File: config.mk
export PLATFORM = sky130hd
export DESIGN_NAME = jzjpcc_decode
export DESIGN_NICKNAME = d
export VERILOG_FILES = /design/src/rtl/jzjpcc_decode.sv
export SDC_FILE = /design/constraint.sdc
export NUM_CORES = 1
export LEC_CHECK = 0
export ABC_AREA = 1
export CORE_MARGIN = 1.5
export CORE_UTILIZATION = 41
export CTS_CLUSTER_DIAMETER = 30
export DETAILED_ROUTE_END_ITERATION = 8
export PLACE_DENSITY = 0.79
export SLEW_MARGIN = 20
export SYNTH_ARGS = -nofsm -noshare
export SYNTH_HDL_FRONTEND = slang
export SYNTH_SLANG_ARGS = --single-unit
File: constraint.sdc
create_clock -name clock -period 5.35 [get_ports clock]
set_input_delay 1.3375 -clock clock [delete_from_list [all_inputs] [get_ports clock]]
set_output_delay 1.3375 -clock clock [all_outputs]
set_load 0.03 [all_outputs]
File: src/rtl/jzjpcc_decode.sv
// jzjpcc RV32I decode stage: register read, immediate and control generation,
// in-decode control-transfer resolution, hazard stalls and the execute pipeline register.
module jzjpcc_decode #(
    parameter int PC_MAX_B = 13
) (
    input  logic                clock,
    input  logic                reset,
    input  logic [31:2]         instruction_decode,
    input  logic [PC_MAX_B:2]   currentPC_decode,
    output logic [4:0]          rs1Addr_decode,
    output logic [4:0]          rs2Addr_decode,
    input  logic [31:0]         rs1_decode,
    input  logic [31:0]         rs2_decode,
    output logic [4:0]          rdAddr_execute,
    output logic                rdWriteEnable_execute,
    output logic                memRead_execute,
    input  logic [4:0]          rdAddr_memory,
    input  logic                rdWriteEnable_memory,
    input  logic                memRead_memory,
    input  logic [31:0]         aluResult_memory,
    output logic                pcCTWriteEnable,
    output logic [PC_MAX_B:2]   controlTransferNewPC,
    output logic                stall_fetch,
    output logic                flush_decode,
    output logic [4:0]          opcode_execute,
    output logic [2:0]          funct3_execute,
    output logic                funct7b5_execute,
    output logic [31:0]         immediate_execute,
    output logic [31:0]         rs1_execute,
    output logic [31:0]         rs2_execute,
    output logic [4:0]          rs1Addr_execute,
    output logic [4:0]          rs2Addr_execute,
    output logic [PC_MAX_B:2]   pc_execute,
    output logic                memWrite_execute,
    output logic                illegalInstruction
);

    localparam logic [4:0] OP_LOAD   = 5'b00000;
    localparam logic [4:0] OP_FENCE  = 5'b00011;
    localparam logic [4:0] OP_OPIMM  = 5'b00100;
    localparam logic [4:0] OP_AUIPC  = 5'b00101;
    localparam logic [4:0] OP_STORE  = 5'b01000;
    localparam logic [4:0] OP_OP     = 5'b01100;
    localparam logic [4:0] OP_LUI    = 5'b01101;
    localparam logic [4:0] OP_BRANCH = 5'b11000;
    localparam logic [4:0] OP_JALR   = 5'b11001;
    localparam logic [4:0] OP_JAL    = 5'b11011;
    localparam logic [4:0] OP_SYSTEM = 5'b11100;

    logic [4:0]  w_opcode;
    logic [4:0]  w_rd;
    logic [2:0]  w_funct3;
    logic [4:0]  w_rs1;
    logic [4:0]  w_rs2;
    logic [31:0] w_immI;
    logic [31:0] w_immS;
    logic [31:0] w_immB;
    logic [31:0] w_immU;
    logic [31:0] w_immJ;

    logic [31:0] w_imm;
    logic        w_rdWE;
    logic        w_memRead;
    logic        w_memWrite;
    logic        w_useRs1;
    logic        w_useRs2;
    logic        w_isBranch;
    logic        w_isJal;
    logic        w_isJalr;
    logic        w_illegal;

    logic [31:0] w_rs1Fwd;
    logic [31:0] w_rs2Fwd;
    logic        w_loadUse;
    logic        w_ctExHazard;
    logic        w_ctMemHazard;
    logic        w_stall;
    logic        w_branchCond;
    logic        w_taken;
    logic [31:0] w_pcByte;
    logic [31:0] w_target;
    logic        w_unused;

    logic [4:0]          r_rd;
    logic                r_rdWE;
    logic                r_memRead;
    logic                r_memWrite;
    logic [4:0]          r_opcode;
    logic [2:0]          r_funct3;
    logic                r_funct7b5;
    logic [31:0]         r_imm;
    logic [31:0]         r_rs1;
    logic [31:0]         r_rs2;
    logic [4:0]          r_rs1Addr;
    logic [4:0]          r_rs2Addr;
    logic [PC_MAX_B:2]   r_pc;
    logic                r_illegal;

    assign w_opcode = instruction_decode[6:2];
    assign w_rd     = instruction_decode[11:7];
    assign w_funct3 = instruction_decode[14:12];
    assign w_rs1    = instruction_decode[19:15];
    assign w_rs2    = instruction_decode[24:20];

    assign rs1Addr_decode = w_rs1;
    assign rs2Addr_decode = w_rs2;

    assign w_immI = {{20{instruction_decode[31]}}, instruction_decode[31:20]};
    assign w_immS = {{20{instruction_decode[31]}}, instruction_decode[31:25], instruction_decode[11:7]};
    assign w_immB = {{19{instruction_decode[31]}}, instruction_decode[31], instruction_decode[7],
                     instruction_decode[30:25], instruction_decode[11:8], 1'b0};
    assign w_immU = {instruction_decode[31:12], 12'h000};
    assign w_immJ = {{11{instruction_decode[31]}}, instruction_decode[31], instruction_decode[19:12],
                     instruction_decode[20], instruction_decode[30:21], 1'b0};

    always_comb begin
        w_imm      = '0;
        w_rdWE     = 1'b0;
        w_memRead  = 1'b0;
        w_memWrite = 1'b0;
        w_useRs1   = 1'b0;
        w_useRs2   = 1'b0;
        w_isBranch = 1'b0;
        w_isJal    = 1'b0;
        w_isJalr   = 1'b0;
        w_illegal  = 1'b0;
        case (w_opcode)
            OP_LOAD: begin
                w_imm     = w_immI;
                w_rdWE    = 1'b1;
                w_memRead = 1'b1;
                w_useRs1  = 1'b1;
            end
            OP_OPIMM: begin
                w_imm    = w_immI;
                w_rdWE   = 1'b1;
                w_useRs1 = 1'b1;
            end
            OP_AUIPC, OP_LUI: begin
                w_imm  = w_immU;
                w_rdWE = 1'b1;
            end
            OP_STORE: begin
                w_imm      = w_immS;
                w_memWrite = 1'b1;
                w_useRs1   = 1'b1;
                w_useRs2   = 1'b1;
            end
            OP_OP: begin
                w_rdWE   = 1'b1;
                w_useRs1 = 1'b1;
                w_useRs2 = 1'b1;
            end
            OP_BRANCH: begin
                w_imm      = w_immB;
                w_useRs1   = 1'b1;
                w_useRs2   = 1'b1;
                w_isBranch = 1'b1;
                w_illegal  = (w_funct3[2:1] == 2'b01);
            end
            OP_JALR: begin
                w_imm    = w_immI;
                w_rdWE   = 1'b1;
                w_useRs1 = 1'b1;
                w_isJalr = 1'b1;
            end
            OP_JAL: begin
                w_imm   = w_immJ;
                w_rdWE  = 1'b1;
                w_isJal = 1'b1;
            end
            OP_FENCE, OP_SYSTEM: ;
            default: w_illegal = 1'b1;
        endcase
        if (w_rd == 5'd0) w_rdWE = 1'b0;
    end

    // Loads in memory cannot forward; their hazard is covered by the stall logic.
    assign w_rs1Fwd = (rdWriteEnable_memory && !memRead_memory && (rdAddr_memory == w_rs1) && (w_rs1 != 5'd0))
                      ? aluResult_memory : rs1_decode;
    assign w_rs2Fwd = (rdWriteEnable_memory && !memRead_memory && (rdAddr_memory == w_rs2) && (w_rs2 != 5'd0))
                      ? aluResult_memory : rs2_decode;

    assign w_loadUse = r_memRead && r_rdWE && (r_rd != 5'd0) &&
                       ((w_useRs1 && (w_rs1 == r_rd)) || (w_useRs2 && (w_rs2 == r_rd)));
    assign w_ctExHazard = (w_isBranch || w_isJalr) && r_rdWE && (r_rd != 5'd0) &&
                          ((w_rs1 == r_rd) || (w_isBranch && (w_rs2 == r_rd)));
    assign w_ctMemHazard = (w_isBranch || w_isJalr) && memRead_memory && (rdAddr_memory != 5'd0) &&
                           ((w_rs1 == rdAddr_memory) || (w_isBranch && (w_rs2 == rdAddr_memory)));
    assign w_stall = w_loadUse || w_ctExHazard || w_ctMemHazard;

    always_comb begin
        w_branchCond = 1'b0;
        case (w_funct3)
            3'b000:  w_branchCond = (w_rs1Fwd == w_rs2Fwd);
            3'b001:  w_branchCond = (w_rs1Fwd != w_rs2Fwd);
            3'b100:  w_branchCond = ($signed(w_rs1Fwd) <  $signed(w_rs2Fwd));
            3'b101:  w_branchCond = ($signed(w_rs1Fwd) >= $signed(w_rs2Fwd));
            3'b110:  w_branchCond = (w_rs1Fwd <  w_rs2Fwd);
            3'b111:  w_branchCond = (w_rs1Fwd >= w_rs2Fwd);
            default: w_branchCond = 1'b0;
        endcase
    end

    assign w_pcByte = 32'({currentPC_decode, 2'b00});
    assign w_target = w_isJalr ? ((w_rs1Fwd + w_imm) & ~32'd1) : (w_pcByte + w_imm);
    assign w_taken  = !w_stall && (w_isJal || w_isJalr || (w_isBranch && w_branchCond));

    // Byte-offset bits and bits above the PC range are dropped by design.
    assign w_unused = ^{w_target[31:PC_MAX_B+1], w_target[1:0]};

    assign pcCTWriteEnable      = w_taken;
    assign flush_decode         = w_taken;
    assign stall_fetch          = w_stall;
    assign controlTransferNewPC = w_target[PC_MAX_B:2];

    always_ff @(posedge clock or negedge reset) begin
        if (!reset) begin
            r_rd       <= '0;
            r_rdWE     <= 1'b0;
            r_memRead  <= 1'b0;
            r_memWrite <= 1'b0;
            r_opcode   <= '0;
            r_funct3   <= '0;
            r_funct7b5 <= 1'b0;
            r_imm      <= '0;
            r_rs1      <= '0;
            r_rs2      <= '0;
            r_rs1Addr  <= '0;
            r_rs2Addr  <= '0;
            r_pc       <= '0;
            r_illegal  <= 1'b0;
        end else if (w_stall) begin
            r_rd       <= '0;
            r_rdWE     <= 1'b0;
            r_memRead  <= 1'b0;
            r_memWrite <= 1'b0;
            r_opcode   <= OP_OPIMM;
            r_funct3   <= '0;
            r_funct7b5 <= 1'b0;
            r_imm      <= '0;
            r_rs1      <= '0;
            r_rs2      <= '0;
            r_rs1Addr  <= '0;
            r_rs2Addr  <= '0;
            r_pc       <= '0;
        end else begin
            r_rd       <= w_rd;
            r_rdWE     <= w_rdWE;
            r_memRead  <= w_memRead;
            r_memWrite <= w_memWrite;
            r_opcode   <= w_opcode;
            r_funct3   <= w_funct3;
            r_funct7b5 <= instruction_decode[30];
            r_imm      <= w_imm;
            r_rs1      <= w_rs1Fwd;
            r_rs2      <= w_rs2Fwd;
            r_rs1Addr  <= w_rs1;
            r_rs2Addr  <= w_rs2;
            r_pc       <= currentPC_decode;
            if (w_illegal) r_illegal <= 1'b1;
        end
    end

    assign rdAddr_execute        = r_rd;
    assign rdWriteEnable_execute = r_rdWE;
    assign memRead_execute       = r_memRead;
    assign memWrite_execute      = r_memWrite;
    assign opcode_execute        = r_opcode;
    assign funct3_execute        = r_funct3;
    assign funct7b5_execute      = r_funct7b5;
    assign immediate_execute     = r_imm;
    assign rs1_execute           = r_rs1;
    assign rs2_execute           = r_rs2;
    assign rs1Addr_execute       = r_rs1Addr;
    assign rs2Addr_execute       = r_rs2Addr;
    assign pc_execute            = r_pc;
    assign illegalInstruction    = r_illegal;

endmodule

==> key figures, run 1 <==
Status
  • Status: finished with violations
  • Failing checks: negative setup slack

Critical path
  • Setup crit start: rdAddr_memory[0]
  • Worst EP arrival: 5.02 ns
  • Worst EP required: 4.01 ns
  • Reg2reg setup slack: roughly 2.5 ns
  • CP Max Fanout: 19
  • Worst Reg-to-Reg Cells: 11
  • CP Capture Type: output pin
  • Worst Path Class, Setup: primary input to output pin
  • Startpoint Class: primary input
  • Reg-to-reg startpoint: rdAddr_execute[4]
  • R2r endpoint: immediate_execute[30]

Min path
  • Hold path depth: 1
  • Worst Hold Class: flip-flop to flip-flop
  • Worst Min Path Start: illegalInstruction
  • Worst min-delay path endpoint: illegalInstruction

Drt
  • DRC violations left: 0
  • Wirelength per Cell: about 21 um
  • Final WL: 39600 um
  • Post-DRT Antenna Nets: 0
  • Routed vias/inst: ~5.4
  • Vias: 10200
  • DRT Pass-1 Iters: 5
  • Iter 0 DRT Violations: 790

Placement
  • PortBufs: 307
  • Place WS: -1.05 ns
  • Hpwl dp: around 22000 um
  • Routability cong.: 0.907

Global route
  • Largest net degree at the start of global routing: 100
  • Global-route wire length before repair: 52200 um
  • Global route overflow: 0
  • Vias in the first global route: 9933
  • Antenna violations before repair: 0
  • Gr usage total: 0.335

CTS
  • TritonCTS Buffers: 17
  • Clock sinks: 136
  • Maximum clock insertion buffer count: 2
  • Worst-skew pair later-pin latency: 0.44 ns
  • Post-cts hold buffer count: 0
  • Clock Root Buffer: clkbuf_16
  • Htree depth: 4
  • CTS tree: yes
  • Clk pin slew, worst setup/hold paths: ~0.060 ns

Timing
  • Fmax: 0.157 GHz
  • Slew @ Worst Pin: between 0.9 and 1 ns
  • Unrepaired setup endpoints after global routing: true
  • Fin crit share: 1.19
  • Final WS setup: -1.01 ns
  • Final Max Slew Viols: 0
  • Post-route minimum period: 6.36 ns
  • Slew HR: 0.380
  • Final Setup Violations: 15
  • Final hold slack: 0.475 ns
  • Final count of hold timing violations: 0
  • Skew final: approximately 0.016 ns

Synth
  • Synth unique cells: 44
  • Mapped Cells: approximately 1100
  • Synthesized area per cell: 7.59 um2
  • Cell taking the most area after synthesis: dfrtp_1
  • YS warnings: 0
  • Area share of the largest cell type after synthesis: 0.423
  • Seq/Total Area, Yosys: 0.423
  • Ys flop type: dfrtp_1
  • Synth area leaders: dfrtp_1 42%, nand2_1 9.1%, ha_1 8.6%, nor2_1 8.4%, inv_1 8.2%
  • Async S/R FF share, synth: 1.00
  • Mapped Area: around 0.0080 mm2
  • Syn nets: 1262
  • Post-synth EDFFs: 0
  • Yosys reg bits: between 100 and 150

Pwr
  • Pwr dens: 224 mW/mm2
  • Leak pwr: between 7 and 8 nW
  • Total power: 3.60 mW
  • IR drop worst, VDD: 0.228 mV

Floorplan
  • Die height: around 140 um
  • Initial Util: 0.416
  • Die area: roughly 0.020 mm2
  • Die width: 143 um
  • Core area: 0.0193 mm2
  • Row count: 51
  • Ports: 308

Finish
  • Share of layout cells above drive strength 1: 0.397
  • Commonest non-fill, non-tap cells in the layout: 269 x clkdlybuf4s50_1, 236 x buf_4, 144 x inv_1
  • Area growth syn-to-layout: 100%
  • Commonest non-fill, non-tap cell in the layout: clkdlybuf4s50_1
  • Fin nets: approximately 1800
  • Antenna fix cells: 0

Job
  • Max-Cap Viols: 0
==> Yosys cell counts (10+ instances only) <==
library cell and number:
nand3_1 27, inv_1 175, dfrtp_1 136, ha_1 55, nand2_1 194, nor2_1 180, nand4_1 10, a21oi_1 71
clkbuf_1 13, buf_4 21, o21ai_0 72, nor3_1 10
==> flip-flops by register name, summed over array words and instances (netlist names), 3 cells and up <==
name / count
funct3_execute: 3
rdAddr_execute: 5
rs1_execute: 32
pc_execute: 12
opcode_execute: 5
rs2Addr_execute: 5
rs1Addr_execute: 5
rs2_execute: 32
immediate_execute: 32
==> kinds of logic after synthesis <==
kind of cell	Yosys count	synth area share
simple gates	452	0.234
buf+inv	219	0.113
compound gates	181	0.125
flops	136	0.423
fa+ha+maj	56	0.0881
xor+xnor	14	0.0153
mux	1	0.00125
==> through the flow <==
step           cell area (um2)  TNS, ns   util  std cells
4_1_cts                  15000    -1.52  0.776       1865
6_report                 16100    -5.91  0.833       1891
5_1_grt                  16100    -7.29  0.833       1891
3_5_place_dp             12700    -8.20  0.656       1766
3_3_place_gp             12700    -8.12  0.656       1766
2_1_floorplan             8070   -0.142      -       1059
==> worst max-delay path by stage <==
stage	to	slack [ns]	cells past startpoint
2_1_floorplan	pcCTWriteEnable	-0.14	21
3_3_place_gp	pcCTWriteEnable	-0.94	23
3_5_place_dp	pcCTWriteEnable	-1.05	21
4_1_cts	pcCTWriteEnable	-0.54	25
5_1_grt	pcCTWriteEnable	-1.13	23
6_report	pcCTWriteEnable	-1.01	23
==> critical path, stage by stage <==
cell	delay, ns
buf_12	0.11
xnor2_4	0.28
nand3_2	0.20
nor2_4	0.25
nand2_8	0.11
buf_12	0.18
o21ai_0	0.60
ha_4	0.31
nand2_2	0.09
nor2_2	0.05
buf_4	0.14
nand2_2	0.09
nand2_2	0.16
a21oi_4	0.24
nand2_4	0.09
nand2_4	0.08
nand3_2	0.06
nand2_2	0.06
nor2_2	0.04
nand2_2	0.07
nand2_2	0.07
a21oi_4	0.21
buf_6	0.16
==> metal layers <==
metal / global-route usage / wire length (um) / vias up
met2: 0.585 / 19600 / 665
li1: - / - / 4472
met1: 0.384 / 14100 / 4898
met4: 0.165 / 2490 / 0
met5: 0 / 0 / -
met3: 0.0768 / 3380 / 214
==> final cells by class <==
cell class	instances	area (um2)
sequential	136	3400
tap	265	332
fill	1034	3230
inverter	179	694
clock buffer	19	443
multi-input combinational	704	5550
timing repair buffer	575	5520
clock inverter	13	168
==> what timing repair did <==
item                       CTS  global route
setup endpoints to repair   14            14
cloned                       9             0
resized for setup          325           237
hold endpoints to repair     0             0
pin swaps                   78           122
setup buffers               59            31
==> where the power goes <==
group          total, mW  leakage [nW]  internal [mW]  switching (mW)
Sequential          1.11          1.65           1.08          0.0220
Combinational       1.24          5.72          0.584           0.656
Clock               1.26         0.283          0.751           0.505
(Power assumes the default switching activity.)
==> run 2, diff against run 1 <==
ABC_CLOCK_PERIOD_IN_PS = 5350   (was default)
==> results of run 2 <==
The final DEF is identical to that of run 1; final timing and power are the same.
